## config.mk

```make
export PLATFORM = sky130hd
export DESIGN_NAME = ex_mem_stage
export DESIGN_NICKNAME = d
export VERILOG_FILES = /design/src/rtl/cpu_defs.sv /design/src/rtl/sat_counter.sv /design/src/rtl/ex_mem_stage.sv
export SDC_FILE = /design/constraint.sdc
export NUM_CORES = 1
export LEC_CHECK = 0
export CAP_MARGIN = 20
export CORE_MARGIN = 3
export CORE_UTILIZATION = 25
export DETAILED_ROUTE_END_ITERATION = 8
export GPL_TIMING_DRIVEN = 0
export PLACE_DENSITY = 0.54
export SYNTH_ARGS = -nofsm -noshare
export SYNTH_HDL_FRONTEND = slang
export SYNTH_SLANG_ARGS = --single-unit
export TNS_END_PERCENT = 50
```

## constraint.sdc

```tcl
create_clock -name clk -period 3.29 [get_ports clk]
set_clock_uncertainty 0.15 [all_clocks]
set_input_delay 0.658 -clock clk [delete_from_list [all_inputs] [get_ports clk]]
set_output_delay 0.658 -clock clk [all_outputs]
set_load 0.05 [all_outputs]
```

## src/rtl/cpu_defs.sv

```systemverilog
// Shared definitions for the five-stage MIPS core: widths, stall-vector indices
// and the per-cycle action decode used by the pipeline boundary registers.
package cpu_defs;

  localparam int STALL_W   = 6;
  localparam int STAGE_PC  = 0;
  localparam int STAGE_IF  = 1;
  localparam int STAGE_ID  = 2;
  localparam int STAGE_EX  = 3;
  localparam int STAGE_MEM = 4;
  localparam int STAGE_WB  = 5;

  localparam int DATA_W  = 32;
  localparam int RADDR_W = 5;

  localparam logic [DATA_W-1:0] ZERO_WORD = '0;

  typedef enum logic [1:0] {
    OP_ADVANCE = 2'd0,
    OP_BUBBLE  = 2'd1,
    OP_HOLD    = 2'd2,
    OP_FLUSH   = 2'd3
  } stage_op_e;

  // Flush beats every stall combination; a stalled stage with a free
  // downstream stage emits a bubble, otherwise it holds.
  function automatic stage_op_e stage_op(input logic flush,
                                         input logic stall_here,
                                         input logic stall_next);
    if (flush)            return OP_FLUSH;
    else if (!stall_here) return OP_ADVANCE;
    else if (!stall_next) return OP_BUBBLE;
    else                  return OP_HOLD;
  endfunction

endpackage

```

## src/rtl/sat_counter.sv

```systemverilog
// Saturating up-counter: increments on inc, sticks at all-ones, never wraps.
// Latency 1 cycle from inc to q; no backpressure.
module sat_counter #(
  parameter int W = 16
) (
  input  logic         clk,
  input  logic         rst,
  input  logic         inc,
  output logic [W-1:0] q
);

  logic [W-1:0] cnt_q, cnt_d;

  always_comb begin
    cnt_d = cnt_q;
    if (inc && (cnt_q != {W{1'b1}})) cnt_d = cnt_q + W'(1);
  end

  always_ff @(posedge clk or negedge rst) begin
    if (!rst) cnt_q <= '0;
    else      cnt_q <= cnt_d;
  end

  assign q = cnt_q;

endmodule

```

## src/rtl/ex_mem_stage.sv

```systemverilog
// EX/MEM boundary register with valid gating, flush, multi-cycle temporary
// loop-back to EX and a saturating bubble counter. Latency 1 cycle.
module ex_mem_stage #(
  parameter int DATA_W  = cpu_defs::DATA_W,
  parameter int RADDR_W = cpu_defs::RADDR_W,
  parameter int TMP_W   = 64,
  parameter int CNT_W   = 2,
  parameter int STALL_W = cpu_defs::STALL_W,
  parameter int STAGE   = cpu_defs::STAGE_EX,
  parameter int BCNT_W  = 16
) (
  input  logic               clk,
  input  logic               rst,
  input  logic [STALL_W-1:0] stall,
  input  logic               flush,
  input  logic               ex_valid,
  input  logic [RADDR_W-1:0] ex_wd,
  input  logic               ex_wreg,
  input  logic [DATA_W-1:0]  ex_wdata,
  input  logic               ex_whilo,
  input  logic [DATA_W-1:0]  ex_hi,
  input  logic [DATA_W-1:0]  ex_lo,
  input  logic [TMP_W-1:0]   tmp_i,
  input  logic [CNT_W-1:0]   cnt_i,
  output logic [TMP_W-1:0]   tmp_o,
  output logic [CNT_W-1:0]   cnt_o,
  output logic               mem_valid,
  output logic [RADDR_W-1:0] mem_wd,
  output logic               mem_wreg,
  output logic [DATA_W-1:0]  mem_wdata,
  output logic               mem_whilo,
  output logic [DATA_W-1:0]  mem_hi,
  output logic [DATA_W-1:0]  mem_lo,
  output logic [BCNT_W-1:0]  bubble_cnt
);

  import cpu_defs::*;

  stage_op_e op;

  logic               valid_q, valid_d;
  logic [RADDR_W-1:0] wd_q, wd_d;
  logic               wreg_q, wreg_d;
  logic [DATA_W-1:0]  wdata_q, wdata_d;
  logic               whilo_q, whilo_d;
  logic [DATA_W-1:0]  hi_q, hi_d;
  logic [DATA_W-1:0]  lo_q, lo_d;
  logic [TMP_W-1:0]   tmp_q, tmp_d;
  logic [CNT_W-1:0]   cnt_q, cnt_d;

  always_comb begin
    op      = stage_op(flush, stall[STAGE], stall[STAGE+1]);
    valid_d = valid_q;
    wd_d    = wd_q;
    wreg_d  = wreg_q;
    wdata_d = wdata_q;
    whilo_d = whilo_q;
    hi_d    = hi_q;
    lo_d    = lo_q;
    tmp_d   = tmp_q;
    cnt_d   = cnt_q;
    case (op)
      OP_ADVANCE: begin
        valid_d = ex_valid;
        wd_d    = ex_wd;
        wreg_d  = ex_wreg & ex_valid;
        wdata_d = ex_wdata;
        whilo_d = ex_whilo & ex_valid;
        hi_d    = ex_hi;
        lo_d    = ex_lo;
        tmp_d   = '0;
        cnt_d   = '0;
      end
      OP_BUBBLE, OP_FLUSH: begin
        valid_d = 1'b0;
        wd_d    = '0;
        wreg_d  = 1'b0;
        wdata_d = ZERO_WORD[DATA_W-1:0];
        whilo_d = 1'b0;
        hi_d    = '0;
        lo_d    = '0;
        // A bubble keeps the EX multi-cycle op alive; a flush restarts it.
        tmp_d   = (op == OP_BUBBLE) ? tmp_i : '0;
        cnt_d   = (op == OP_BUBBLE) ? cnt_i : '0;
      end
      default: ;
    endcase
  end

  always_ff @(posedge clk or negedge rst) begin
    if (!rst) begin
      valid_q <= 1'b0;
      wd_q    <= '0;
      wreg_q  <= 1'b0;
      wdata_q <= '0;
      whilo_q <= 1'b0;
      hi_q    <= '0;
      lo_q    <= '0;
      tmp_q   <= '0;
      cnt_q   <= '0;
    end else begin
      valid_q <= valid_d;
      wd_q    <= wd_d;
      wreg_q  <= wreg_d;
      wdata_q <= wdata_d;
      whilo_q <= whilo_d;
      hi_q    <= hi_d;
      lo_q    <= lo_d;
      tmp_q   <= tmp_d;
      cnt_q   <= cnt_d;
    end
  end

  sat_counter #(.W(BCNT_W)) u_bubble_cnt (
    .clk (clk),
    .rst (rst),
    .inc (op == OP_BUBBLE),
    .q   (bubble_cnt)
  );

  assign mem_valid = valid_q;
  assign mem_wd    = wd_q;
  assign mem_wreg  = wreg_q;
  assign mem_wdata = wdata_q;
  assign mem_whilo = whilo_q;
  assign mem_hi    = hi_q;
  assign mem_lo    = lo_q;
  assign tmp_o     = tmp_q;
  assign cnt_o     = cnt_q;

endmodule

```

# Word level (Yosys, flattened, before mapping)
# Index checks and enable logic that the tools add are counted.
totals:
  wordCells: 34
  ff_bits: 186
op_classes:
  add_sub_neg: 1
  bitwise: 2
  eq_ne: 3
  muxes: 14
  reduce_logical: 4
op_table:
  columns: ["op", "count"]
  rows:
  - ["case mux 32 bit (2 select lines)", 3]
  - ["case mux 64 bit (2 select lines)", 1]
  - ["2-to-1 mux 64 bit", 1]
  - ["adder 16 x 1 -> 16 bit, second input constant", 1]
  - ["inequality test 16 bit, second input constant", 1]
  - ["case mux 5 bit (2 select lines)", 1]
  - ["2-to-1 mux 2 bit", 4]
  - ["case mux 1 bit (2 select lines)", 3]
  - ["case mux 2 bit (2 select lines)", 1]
  - ["bitwise AND 1 bit", 2]
  - ["equality test 2 x 1 -> 1 bit, second input constant", 1]
  - ["equality test 2 bit, second input constant", 1]
  - ["logical NOT 2 bit", 1]
  - ["nonzero test 2 bit", 1]
  - ["OR reduction 2 bit", 1]
  - ["logical AND 1 bit", 1]

# Longest topological paths before layout
# Gate-level depths: netlist (run 1).
logic_depth:
  depth_word: 6
  ltp_mapped: 5
  depth_no_buf: 5

# Modules after synthesis
# A second synthesis (run 1) with hierarchy kept.
hier_totals:
  hier_cells: 539
  hier_area_um2: 7398.3
modules_own_cells:
  columns: ["mod", "n_inst", "area_per_inst_um2", "cells_each", "seq_area_each_um2"]
  rows:
  - ["ex_mem_stage", 1, 6513.7, 462, 4254.1]
  - ["sat_counter", 1, 884.6, 77, 400.4]

# Least setup slack after synthesis (run 1)
# No wires, ideal clock.
synth_timing:
  kind: "register -> register"
  start: "register u_bubble_cnt.cnt_q[0], in the netlist u_bubble_cnt.q[0]"
  end: "register u_bubble_cnt.cnt_q[1], in the netlist u_bubble_cnt.q[1]"
  setup_slack_ns: 0.861
  n_path_buf: 0
  path_stages_with_launch: 6
  required_ns: 3.015
  arrival_time_ns: 2.154
  synth_period_minus_slack_ns: 2.429
  path_cell_list: "dfrtp_1 ha_1 nand4_1 nor4_1 nor2_1 mux2_2"
synth_between:
  elab_chain_len: 2
  word_cells_on_any_way: 3
  cone_classes: "1 x add/sub; 1 x eq/ne; 1 x reduce/logical"
synth_rtl:
  columns: ["element", "line_no", "text"]
  rows:
  - ["start, declared", "sat_counter.sv:12", "logic [W-1:0] cnt_q, cnt_d;"]
  - ["start signal, assigned", "sat_counter.sv:21", "else cnt_q <= cnt_d;"]
  - ["branches (longest 2 deep; another with adder 16 x 1 -> 16 bit)", null, null]
# Parallel ways; which one is timed is not known.
# A chain may end at the register's enable or synchronous reset.

# Final worst setup path (run 1)
layout_timing:
  start: "input flush"
  end: "register lo_q[6], in the netlist mem_lo[6]"
layout_between:
  elab_chain_len: 4
  word_cells_on_any_way: 7
  cone_classes: "2 x eq/ne; 2 x mux; 3 x reduce/logical"
layout_rtl:
  columns: ["element", "line_no", "text"]
  rows:
  - ["start, declared", "ex_mem_stage.sv:15", "input logic flush,"]
  - ["2-to-1 mux 2 bit (*)", "cpu_defs.sv:30", "if (flush) return OP_FLUSH;"]
  - ["equality test 2 bit or equality test 2 x 1 -> 1 bit (tied branches)", "ex_mem_stage.sv:62", "case (op)"]
  - ["OR reduction 2 bit", "ex_mem_stage.sv:62", null]
  - ["case mux 32 bit (2 select lines) or nonzero test 2 bit (tied branches)", null, null]
  - ["end signal, assigned", "ex_mem_stage.sv:108", "lo_q <= lo_d;"]
  - ["end, declared", "ex_mem_stage.sv:47", "logic [DATA_W-1:0] lo_q, lo_d;"]
# Mark *: on every way between the ends. The rest lies on a longest branch, timed or not.

==> results of run 1 <==
## final cells by class
class	instances	area (um2)	area share
multi-input cells	227	1880	0.166
flip-flops and latches	186	4650	0.412
well taps	335	419	0.0371
repair buffers	361	3640	0.322
clock buffers	17	425	0.0377
plain buffers	37	139	0.0123
clock inverters	14	133	0.0117
inverters	2	7.51	0.000665
## worst paths after layout
kind	cells past startpoint	endpoint	from	slack [ps]
max in group asynchronous	2	mem_lo[9]	rst	1990
min in group clk	1	mem_wdata[23]	mem_wdata[23]	350
setup / recovery	6	mem_lo[6]	flush	340
hold / removal	1	tmp_o[8]	rst	120
hold reg to reg	1	mem_wdata[23]	mem_wdata[23]	350
setup reg to reg	5	u_bubble_cnt.q[1]	u_bubble_cnt.q[1]	850
## registers in the layout, summed over array words and instances (netlist names)
signal and count:
mem_wreg 1, mem_whilo 1, mem_wdata 32, tmp_o 64
mem_lo 32, cnt_o 2, mem_hi 32, mem_wd 5
u_bubble_cnt.q 16, mem_valid 1
## cell usage after synthesis (2+ instances only)
cell | n | area, um2
clkbuf_1 | 34 | 128
nor4b_1 | 3 | 26.3
nand3_1 | 3 | 15.0
buf_1 | 3 | 11.3
nor3_1 | 4 | 20.0
inv_1 | 2 | 7.51
nand2_1 | 8 | 30.0
nor2_1 | 4 | 15.0
a32o_1 | 2 | 20.0
nand4_1 | 6 | 37.5
xor2_1 | 10 | 87.6
nor4_1 | 6 | 37.5
dfrtp_1 | 186 | 4650
xnor2_1 | 4 | 35.0
a22o_1 | 168 | 1470
## stage by stage
step,instances,setup TNS [ps],setup WS (ps),hold slack [ps],power [uW]
2_1_floorplan,452,0,861,212,3160
3_3_place_gp,1147,-1296620,-6890,327,3780
3_5_place_dp,1148,-17610,-294,338,3780
4_1_cts,1179,0,159,151,5820
5_1_grt,1179,0,66.2,171,5970
6_report,1179,0,345,115,5720
## cells by family (layout without fill, tap and decap cells)
family	Yosys count	in the layout	share of synthesized area
multiplexers	1	1	0.00169
adder cells (fa/ha/maj)	1	1	0.00187
buffers and inverters	39	431	0.0219
AND/OR/NAND/NOR	40	40	0.0352
AO/OA/AOI/OAI	171	171	0.224
flip-flops	186	186	0.697
XOR/XNOR	14	14	0.0184
## power breakdown
group | total, uW | internal, uW | switching, uW
Clock | 1990 | 1000 | 991
Sequential | 2510 | 2410 | 106
Combinational | 1210 | 485 | 725
Total | 5720 | 3890 | 1820
## critical path, stage by stage
cell and delay (ps):
clkdlybuf4s50_1 470, and3b_2 250, clkbuf_1 350, clkbuf_1 660
clkbuf_1 530, a22o_1 240
## routing by layer
metal	vias up	GRT usage	share of wire
li1	2500	-	-
met1	2687	0.194	0.42
met2	218	0.263	0.48
met3	14	0.0631	0.088
met4	0	0.0405	0.010
met5	-	0	0
==> impl_metrics.csv, run 1 <==
group,metric,value,unit
outcome,status,"completed",
clocking,cts_hold_buf,0,
clocking,htreeDepth,4,
layout,nets,1012,
sta,finalSetupViolCount,0,
setup_path,start_kind,"input port",
job,drv_cap,0,
sta,slew_headroom,0.265,
setup_path,cp-end-kind,"flip-flop",
place,gp_congestion,0.749,
floorplanning,io_pins,365,
clocking,insertion_delay,420,ps
clocking,cts_resized,0,
synth,syn_inst,452,
global_route,antenna_found_initial,0,
layout,nFillCells,2516,
floorplanning,die_w,169,um
clocking,clockBufferDepth,2,
power_and_ir_drop,p_leak,0.00494,uW
floorplanning,start_util,0.256,
route,routedWlPerCell,19.8,um
hold_path,min_path_type,"in -> async",
power_and_ir_drop,ir_drop,0.295,mV
floorplanning,rows,59,
setup_path,worstPathArrival,3150,ps
sta,slew_viol_final,0,
synth,synth.ff_latch_count,186,
synth,ys_seq_area_frac,0.697,
synth,syn-cell-area,6680,um2
route,vias,5419,
layout,diodes,0,
global_route,grt_overflow,0,
place,dpl_cell_area,10700,um2
layout,mostFrequentLayoutCells,"clkdlybuf4s50_1, dfrtp_1, a22o_1",
layout,drive_gt1_frac,0.0438,
setup_path,cp_max_fo,10,
sta,worstMarginPinSlew,1090,ps
layout,layout_commonest_cell,"clkdlybuf4s50_1",
clocking,clk_pin_slew_worst_paths,70,ps
route,wl,23.3,mm
route,drc,0,
floorplanning,coreArea,26100,um2
power_and_ir_drop,p_per_area,506,nW/um2
global_route,grt_use_total,0.159,
synth,synthFlopType,"dfrtp_1",
clocking,cts_root_buf,"clkbuf_16",
layout,final_cell_area,11300,um2
route,ant_nets,0,
synth,synth-edff-count,0,
clocking,clock_sinks,186,
clocking,post-cts-setup-buffers,0,
synth,ys_warn_count,0,
sta,fmax,340,MHz
synth,avgSynthCellArea,14.8,um2
sta,rsz0062_at_grt,"false",
clocking,cts_tree,"built",
global_route,grt_pass1_wl,35.0,mm
sta,hold_viol_final,0,
synth,synthArstFlopShare,1.00,
layout,synthToLayoutAreaGrowth,69.1,%
synth,yosysUniqueCellTypes,24,
floorplanning,dieArea,28700,um2
setup_path,crit_type,"in -> reg",
sta,post-route-min-period,2950,ps
route,drtIter0Drc,216,
route,vias_per_cell,4.60,
floorplanning,die_h,169,um
place,port_buffers,360,
clocking,cts-buffers-inserted,17,
place,dp_hpwl,17.2,mm
synth,postSynthNetCount,632,
global_route,grt_start_max_net_pins,107,
layout,utilization,0.432,
route,dr.pass1.iters,6,
setup_path,required,3500,ps
sta,period_share,0.895,
global_route,grt_pass1_vias,5745,
Note: power is estimated with default switching activity, not from simulation.
==> run 2: changes to the inputs <==
--- a/config.mk
+++ b/config.mk
@@ -7,11 +7,12 @@
 export LEC_CHECK = 0
 export CAP_MARGIN = 20
 export CORE_MARGIN = 3
-export CORE_UTILIZATION = 25
+export CORE_UTILIZATION = 30
 export DETAILED_ROUTE_END_ITERATION = 8
 export GPL_TIMING_DRIVEN = 0
-export PLACE_DENSITY = 0.54
+export PLACE_DENSITY = 0.61
 export SYNTH_ARGS = -nofsm -noshare
 export SYNTH_HDL_FRONTEND = slang
+export SYNTH_HIERARCHICAL = 1
 export SYNTH_SLANG_ARGS = --single-unit
 export TNS_END_PERCENT = 50
==> impl_metrics.csv, run 2 <==
group,metric,value,unit
outcome,status,"completed",
setup_path,critical_path_buf_inv_count,3,
setup_path,r2r-end,"u_bubble_cnt/q[10]",
setup_path,regToRegSetupSlack,1290,ps
setup_path,cp.depth,9,
floorplanning,die_w,163,um
layout,nets,1098,
clocking,cts_resized,0,
synth,synth-edff-count,0,
floorplanning,die_h,163,um
route,ant_nets,0,
synth,synth_most_common_cell,"dfrtp_1",
place,dpl_cell_area,11400,um2
sta,fmax,332,MHz
synth,ys_top_cells_by_count,"dfrtp_1, a32o_1, nor2_1",
setup_path,cpPeakStageDelay,450,ps
clocking,clock_sinks,186,
route,wl,25.0,mm
clocking,clockBufferDepth,2,
setup_path,crit_type,"in -> reg",
setup_path,start_kind,"input port",
setup_path,cp-end-kind,"flip-flop",
synth,yosys.area.top_type,"dfrtp_1",
floorplanning,rows,56,
sta,rsz0062_at_grt,"false",
setup_path,endpoint,"u_bubble_cnt/q[10]",
route,dr.pass1.iters,5,
power_and_ir_drop,p_per_area,483,nW/um2
place,gp_congestion,0.775,
layout,largest_register_ffs,64,
sta,post-route-min-period,3010,ps
clocking,insertion_delay,420,ps
floorplanning,start_util,0.311,
global_route,grt_start_max_net_pins,97,
setup_path,startpoint,"flush",
clocking,cts-buffers-inserted,17,
setup_path,worst_r2r_path_depth,5,
synth,yosysUniqueCellTypes,36,
power_and_ir_drop,p_leak,0.00517,uW
setup_path,crit_chain,"clkdlybuf4s50_1 > nand2b_1 > buf_2 > buf_1 > nor2_1 > nand2_1 > nor3_1 > nand4_1 > xnor2_1",
sta,finalSetupViolCount,0,
power_and_ir_drop,ir_drop,0.560,mV
global_route,grt_pass1_vias,6205,
setup_path,cp_max_fo,10,
sta,slew_viol_final,0,
clocking,cts_hold_buf,0,
floorplanning,coreArea,23800,um2
sta,slew_headroom,0.514,
setup_path,critPathSlowestCell,"clkdlybuf4s50_1",
global_route,grt_use_total,0.182,
synth,synth.area.top_cells,"dfrtp_1, a32o_1, mux2i_1",
layout,final_cell_area,12000,um2
synth,ys_warn_count,6,
hold_path,min_path_type,"in -> async",
layout,drive_gt1_frac,0.0806,
route,routedWlPerCell,20.0,um
synth,synthFlopType,"dfrtp_1",
setup_path,r2r_start,"u_bubble_cnt/q[0]",
layout,synthToLayoutAreaGrowth,62.3,%
layout,mostFrequentLayoutCells,"clkdlybuf4s50_1, dfrtp_1, a32o_1",
clocking,cts_root_buf,"clkbuf_16",
setup_path,worstPathArrival,3160,ps
clocking,htreeDepth,4,
floorplanning,io_pins,365,
clocking,clk_pin_slew_worst_paths,80,ps
sta,period_share,0.915,
synth,postSynthNetCount,719,
setup_path,required,3440,ps
sta,tns,0,ps
synth,syn_inst,539,
global_route,antenna_found_initial,0,
layout,diodes,0,
global_route,grt_overflow,0,
synth,syn-cell-area,7400,um2
layout,layout_commonest_cell,"clkdlybuf4s50_1",
clocking,cts_tree,"built",
synth,avgSynthCellArea,13.7,um2
sta,worstMarginPinSlew,729,ps
layout,nFillCells,2180,
setup_path,crit_family,"simple AND/OR/NAND/NOR gates",
place,port_buffers,359,
synth,synthArstFlopShare,1.00,
layout,utilization,0.504,
route,vias,6126,
synth,synth.ff_latch_count,186,
route,vias_per_cell,4.90,
route,drc,0,
synth,ys_seq_area_frac,0.629,
job,drv_cap,0,
route,drtIter0Drc,345,
synth,synth_top_area_frac,0.629,
sta,hold_viol_final,0,
global_route,grt_pass1_wl,37.3,mm
clocking,post-cts-setup-buffers,0,
place,dp_hpwl,18.7,mm
floorplanning,dieArea,26600,um2
## run 2: cell types whose count changed after synthesis, sizes merged, moves of 4 or more
cell,previous run,this run
a22o,168,0
a32o,2,104
nor2,4,74
mux2i,0,66
buf,3,31
clkbuf,34,19
xor2,10,2
nand3,3,9
nand2,8,3
nand4,6,10
nor4,6,2
## run 2: kinds of logic after synthesis
| kind of cell | Yosys count | share of synthesized area |
|---|---|---|
| buffers and inverters | 51 | 0.0381 |
| AND/OR/NAND/NOR | 109 | 0.0749 |
| AO/OA/AOI/OAI | 117 | 0.155 |
| XOR/XNOR | 7 | 0.00829 |
| flip-flops | 186 | 0.629 |
| adder cells (fa/ha/maj) | 1 | 0.00169 |
| multiplexers | 68 | 0.0934 |
## run 2: how the worst min path moves through the flow
stage / start / endpoint / slack [ps] / cells after the start
final: rst / mem_wdata[27] / 90 / 1
after floorplan: rst / cnt_o[0] / 210 / 0
after CTS: rst / mem_wdata[27] / 120 / 1
after global placement: tmp_o[5] / tmp_o[5] / 350 / 2
after detailed placement: tmp_o[35] / tmp_o[35] / 360 / 2
after global routing: rst / tmp_o[46] / 140 / 1
## run 2: layout make-up
type,count,area (um2),share of cell area
multi-input cells,302,2460,0.205
flip-flops and latches,186,4650,0.388
clock inverters,15,159,0.0132
repair buffers,360,3630,0.302
clock buffers,17,425,0.0354
inverters,1,3.75,0.000313
well taps,319,399,0.0332
plain buffers,50,278,0.0231
## run 2: per-layer routing
layer	share of wire	vias to the layer above	GRT usage
met3	0.073	27	0.0497
met5	0	-	0
met1	0.40	3064	0.225
met2	0.51	219	0.312
met4	0.019	0	0.0534
li1	-	2816	-
## run 2: where the power goes
group          internal [uW]  switching (uW)
sequential              2400             104
clock                   1080             985
combinational            511             728
## run 2: through the flow
| step | setup WS [ps] | total power [uW] | hold slack [ps] | instances |
|---|---|---|---|---|
| global route | 22.6 | 6050 | 145 | 1250 |
| detailed placement | -161 | 3790 | 361 | 1218 |
| finish | 279 | 5800 | 85.8 | 1250 |
| global placement | -6880 | 3780 | 350 | 1217 |
| floorplan | 720 | 3190 | 212 | 539 |
| CTS | 278 | 5890 | 121 | 1250 |
